`config.mk`:
```
export PLATFORM = sky130hd
export DESIGN_NAME = rot_dma_sched
export DESIGN_NICKNAME = d
export VERILOG_FILES = /design/src/rtl/rot_dma_sched.sv
export SDC_FILE = /design/constraint.sdc
export NUM_CORES = 1
export LEC_CHECK = 0
export BUFFER_PORTS_ARGS = -buffer_cell sky130_fd_sc_hd__buf_4
export CELL_PAD_IN_SITES_DETAIL_PLACEMENT = 1
export CELL_PAD_IN_SITES_GLOBAL_PLACEMENT = 2
export CORE_AREA = 8 8 142 144
export DETAILED_ROUTE_END_ITERATION = 6
export DIE_AREA = 0 0 150 152
export MAX_ROUTING_LAYER = met4
export PLACE_DENSITY = 0.95
export RECOVER_POWER = 25
export SYNTH_ARGS = -nofsm -noshare
export SYNTH_HDL_FRONTEND = slang
export SYNTH_SLANG_ARGS = --single-unit
```
`constraint.sdc`:
```
create_clock -name I_HCLK -period 3.2 [get_ports I_HCLK]
set_clock_uncertainty 0.15 [all_clocks]
set_input_delay 0.64 -clock I_HCLK [delete_from_list [all_inputs] [get_ports I_HCLK]]
set_output_delay 0.64 -clock I_HCLK [all_outputs]
set_load 0.05 [all_outputs]
```
`src/rtl/rot_dma_sched.sv`:
```
// rot_dma_sched: AHB master sequencer for the rotation engine DMA port.
// Round-robin between source-fetch reads and pixel-store writes, fixed INCR bursts.
module rot_dma_sched #(
  parameter int BURST_LEN = 4,
  parameter int BEAT_W    = 3
) (
  input  logic        I_HCLK,
  input  logic        I_HRESET_N,
  input  logic        I_RD_REQ,
  input  logic [31:0] I_RD_ADDR,
  output logic        O_RD_ACK,
  output logic        O_RD_VALID,
  output logic [31:0] O_RD_DATA,
  input  logic        I_WR_REQ,
  input  logic [31:0] I_WR_ADDR,
  input  logic [31:0] I_WR_DATA,
  output logic        O_WR_POP,
  output logic        O_WR_ACK,
  output logic        O_BUSY,
  output logic        O_DMA_HBUSREQ,
  input  logic        I_DMA_HGRANT,
  input  logic        I_DMA_HREADY,
  input  logic [31:0] I_DMA_HRDATA,
  output logic [31:0] O_DMA_HADDR,
  output logic [1:0]  O_DMA_HTRANS,
  output logic        O_DMA_HWRITE,
  output logic [2:0]  O_DMA_HSIZE,
  output logic [3:0]  O_DMA_HBURST,
  output logic [31:0] O_DMA_HWDATA
);

  localparam int ALIGN = (BURST_LEN == 8) ? 5 : 4;
  localparam logic [31:0] AMASK = ~((32'd1 << ALIGN) - 32'd1);
  localparam logic [BEAT_W-1:0] LAST_BEAT = BEAT_W'(BURST_LEN - 1);
  localparam logic [3:0] HBURST = (BURST_LEN == 8) ? 4'd5 : 4'd3;

  typedef enum logic [2:0] {
    S_IDLE, S_REQ, S_ADDR, S_BURST, S_LAST
  } state_e;

  state_e state_q, state_d;
  logic [31:0] addr_q, addr_d;
  logic [31:0] hwdata_q, hwdata_d;
  logic [31:0] rdata_q, rdata_d;
  logic [BEAT_W-1:0] acnt_q, acnt_d;
  logic [BEAT_W-1:0] dcnt_q, dcnt_d;
  logic wr_q, wr_d;
  logic last_wr_q, last_wr_d;
  logic rvalid_q, rvalid_d;
  logic rack_q, rack_d;
  logic wack_q, wack_d;
  logic pick_wr, aphase, acc, dbeat;

  assign aphase  = (state_q == S_ADDR) || (state_q == S_BURST);
  assign acc     = aphase && I_DMA_HREADY;
  assign dbeat   = I_DMA_HREADY &&
                   ((state_q == S_BURST) || (state_q == S_LAST));
  assign pick_wr = I_WR_REQ && (!I_RD_REQ || !last_wr_q);

  always_comb begin
    state_d   = state_q;
    addr_d    = addr_q;
    hwdata_d  = hwdata_q;
    rdata_d   = rdata_q;
    acnt_d    = acnt_q;
    dcnt_d    = dcnt_q;
    wr_d      = wr_q;
    last_wr_d = last_wr_q;
    rvalid_d  = 1'b0;
    rack_d    = 1'b0;
    wack_d    = 1'b0;
    if (dbeat) begin
      dcnt_d = dcnt_q + 1'b1;
      if (!wr_q) begin
        rvalid_d = 1'b1;
        rdata_d  = I_DMA_HRDATA;
      end
    end
    if (acc) begin
      addr_d = addr_q + 32'd4;
      acnt_d = acnt_q + 1'b1;
      if (wr_q) hwdata_d = I_WR_DATA;
    end
    unique case (state_q)
      S_IDLE: begin
        // the cycle carrying an ack is the mandatory gap between bursts
        if ((I_RD_REQ || I_WR_REQ) && !rack_q && !wack_q) begin
          state_d = S_REQ;
          wr_d    = pick_wr;
          addr_d  = (pick_wr ? I_WR_ADDR : I_RD_ADDR) & AMASK;
          acnt_d  = '0;
          dcnt_d  = '0;
        end
      end
      S_REQ: if (I_DMA_HGRANT && I_DMA_HREADY) state_d = S_ADDR;
      S_ADDR: if (I_DMA_HREADY) state_d = S_BURST;
      S_BURST: begin
        if (I_DMA_HREADY && acnt_q == LAST_BEAT) state_d = S_LAST;
      end
      S_LAST: begin
        if (I_DMA_HREADY && dcnt_q == LAST_BEAT) begin
          state_d   = S_IDLE;
          last_wr_d = wr_q;
          rack_d    = !wr_q;
          wack_d    = wr_q;
        end
      end
      default: state_d = S_IDLE;
    endcase
  end

  always_ff @(posedge I_HCLK or negedge I_HRESET_N) begin
    if (!I_HRESET_N) begin
      state_q   <= S_IDLE;
      addr_q    <= '0;
      hwdata_q  <= '0;
      rdata_q   <= '0;
      acnt_q    <= '0;
      dcnt_q    <= '0;
      wr_q      <= 1'b0;
      last_wr_q <= 1'b1;
      rvalid_q  <= 1'b0;
      rack_q    <= 1'b0;
      wack_q    <= 1'b0;
    end else begin
      state_q   <= state_d;
      addr_q    <= addr_d;
      hwdata_q  <= hwdata_d;
      rdata_q   <= rdata_d;
      acnt_q    <= acnt_d;
      dcnt_q    <= dcnt_d;
      wr_q      <= wr_d;
      last_wr_q <= last_wr_d;
      rvalid_q  <= rvalid_d;
      rack_q    <= rack_d;
      wack_q    <= wack_d;
    end
  end

  assign O_BUSY        = state_q != S_IDLE;
  assign O_DMA_HBUSREQ = (state_q == S_REQ) || aphase;
  assign O_DMA_HTRANS  = (state_q == S_ADDR)  ? 2'b10 :
                         (state_q == S_BURST) ? 2'b11 : 2'b00;
  assign O_DMA_HADDR   = aphase ? addr_q : 32'd0;
  assign O_DMA_HWRITE  = aphase && wr_q;
  assign O_DMA_HBURST  = aphase ? HBURST : 4'd0;
  assign O_DMA_HSIZE   = 3'b010;
  assign O_DMA_HWDATA  = hwdata_q;
  assign O_WR_POP      = acc && wr_q;
  assign O_RD_VALID    = rvalid_q;
  assign O_RD_DATA     = rdata_q;
  assign O_RD_ACK      = rack_q;
  assign O_WR_ACK      = wack_q;

endmodule

```
==> out/qor.yml <==
global_route:
  globalRouteTotalUtil_pct: 14.7
  antenna_found_initial: 0
  gr-total-overflow: 0
  grt_pass1_wl_mm: 26.0
  grt_pass1_vias: 4600
  grt_max_degree: 55
route:
  drt-vias-per-instance: 4.64
  routedWlPerCell_um: 17.8
  drt_iter0_markers: 108
  routed_wl_mm: 16.5
  vias: 4299
  drcViolationCount: 0
  postRouteAntennaNets: 0
  firstDrtPassIters: 4
floorplan:
  fp.dieH_um: 152
  io_pins: 246
  dieArea_um2: 22800
  start_util_pct: 29.7
  core_area_um2: 17800
  die_width_um: 150
  rows: 49
clock_tree:
  cts_sinks: 108
  cts-root-buf: "clkbuf_16"
  cts-buffers-inserted: 9
  cts_resized: 0
  cts_max_level: 3
  clk_latency_ps: 350
  cts_tree: "built"
  cts_buffer_depth: 2
  holdBufCountCts: 0
  postCtsSetupBuffers: 0
  cts.clk_slew.worst_paths_ps: 80
synth:
  synth.top_cell.area_share_pct: 50.7
  avgSynthCellArea_um2: 11.3
  synth_area_leaders: "dfrtp_1 (51%), mux2_2 (14%), and2_1 (4.0%)"
  async_flop_share_pct: 100
  synth_seq_cells: 108
  synthTopCellsByCount: "dfrtp_1 (107), mux2_2 (66), and2_1 (34)"
  ys.flop_type: "dfrtp_1"
  synth.most_common_cell: "dfrtp_1"
  yosysSeqAreaShare_pct: 51.2
  synth-edff-count: 0
  synthCells: 469
  synth_largest_area_cell: "dfrtp_1"
  synth.yosys.warnings: 0
  ys_types: 39
  syn_area_um2: 5280
worst_setup_path:
  reg2regPathDepth: 5
  reg2reg_to: "addr_q[28]"
  end_kind: "output pin"
  cp_max_fo: 33
  r2r_start: "state_q[2]"
  cp-start-kind: "flop"
  critical_path_class: "reg -> out"
  cp.arrival_ps: 1820
  ff2ff_setup_slack_ps: 820
  worstPathRequired_ps: 2410
layout:
  stdcell_area_um2: 7530
  syn2layout_area_growth_pct: 42.6
  diodes: 0
  fin_nets: 831
  drive_above_1_share_pct: 47.8
power:
  finalPower_mw: 9.20
  cellPowerDensity_nw_per_um2: 1220
  p_leak_nw: 3.45
  peakVddDrop_v: 0.000665
worst_hold_path:
  whs_path_depth: 1
  min_to: "O_DMA_HWDATA[18]"
  hold_path.class: "reg -> reg"
  worstHoldStart: "O_DMA_HWDATA[18]"
timing:
  max-slew-margin-rel_pct: -42.2
  fin_crit_sh_pct: 81.5
  fmax_mhz: 384
  timing.setup.tns_ps: 0
  finalSetupViolCount: 0
  fin_crit_ps: 2610
  tightestPinTransition_ps: 2130
  rsz0062_at_grt: "no"
  worst_slack_ps: 593
  drv_slew: 38
  final_hold_viol_count: 0
run_status:
  outcome: "complete, but fails checks"
  violations: "max-capacitance violations, max-slew violations"
placed_design:
  place_area_um2: 7250
  dp_worst_setup_slack_ps: 798
  dp_hpwl_mm: 13.1
  io_buffers: 230
  gp_congestion: 0.720
flow_run:
  maxCapViolCount: 1
==> state kept, by name (all words and copies together) (netlist names), 3 cells and up <==
name,count
O_DMA_HWDATA,32
O_RD_DATA,32
acnt_q,3
addr_q,30
dcnt_q,3
state_q,3
==> through the flow <==
| stage | utilization (%) | std cells | hold slack (ps) |
|---|---|---|---|
| floorplan | - | 474 | 194 |
| global placement | 40.8 | 910 | 339 |
| finish | 42.4 | 926 | 357 |
| CTS | 42.4 | 926 | 108 |
| detailed placement | 40.8 | 910 | 345 |
| global route | 42.4 | 926 | 352 |
==> layer usage <==
metal  up-vias  GRT usage, %  part of all wire, %
met5         -             -                    0
met4         0          3.71                 0.90
met3        10          3.98                  8.3
met2       167          23.9                   49
met1      2053          17.7                   42
li1       2069             -                    -
==> worst max-delay path, cell delays in order (launching register included) <==
cell,delay (ps)
dfrtp_1,520
nor2b_2,210
buf_4,320
and2_1,200
buf_4,200
==> where the power goes <==
group	total (mW)	switching [mW]	internal (mW)
sequential	2.56	0.525	2.04
combinational	5.54	3.67	1.87
clock	1.10	0.552	0.551
total	9.20	4.74	4.46
==> final cells by class <==
| cell class | count | area [µm²] |
|---|---|---|
| inverters | 3 | 11.3 |
| flip-flops and latches | 108 | 2700 |
| clock inverters | 7 | 67.6 |
| well taps | 229 | 287 |
| multi-input cells | 327 | 2400 |
| fillers | 1999 | 10200 |
| clock buffers | 9 | 225 |
| repair buffers | 243 | 1840 |
==> cell usage in the layout, fill, tap and decap left out, drive strengths merged, types with 8 or more instances in the layout <==
cell / instances
nand2: 24
o21ai: 9
and2: 34
mux2: 66
clkbuf: 11
buf: 241
nand3: 15
dfrtp: 107
nor2: 14
nand4: 8
nor2b: 27
and3: 9
a21oi: 26
a211oi: 26
xor2: 20
==> worst max path at each step <==
stage,slack [ps],from,cells past startpoint,to
finish,590,state_q[1],4,O_DMA_HADDR[17]
CTS,540,state_q[1],4,O_DMA_HADDR[17]
floorplan,860,state_q[2],7,O_RD_DATA[10]
global route,330,I_HRESET_N,2,O_RD_DATA[18]
global placement,840,state_q[2],5,addr_q[29]
detailed placement,800,I_WR_REQ,6,addr_q[31]
==> cell families (layout without fill, tap and decap cells) <==
family,Yosys count,in the layout,share of synthesized area [%]
flip-flops,108,108,51.2
XOR/XNOR,27,27,4.48
AO/OA/AOI/OAI,69,69,8.15
other,2,7,0.142
AND/OR/NAND/NOR,149,149,16.0
multiplexers,70,70,14.8
adder cells (fa/ha/maj),5,5,1.18
buffers and inverters,39,262,4.05
(Power assumes the default switching activity.)
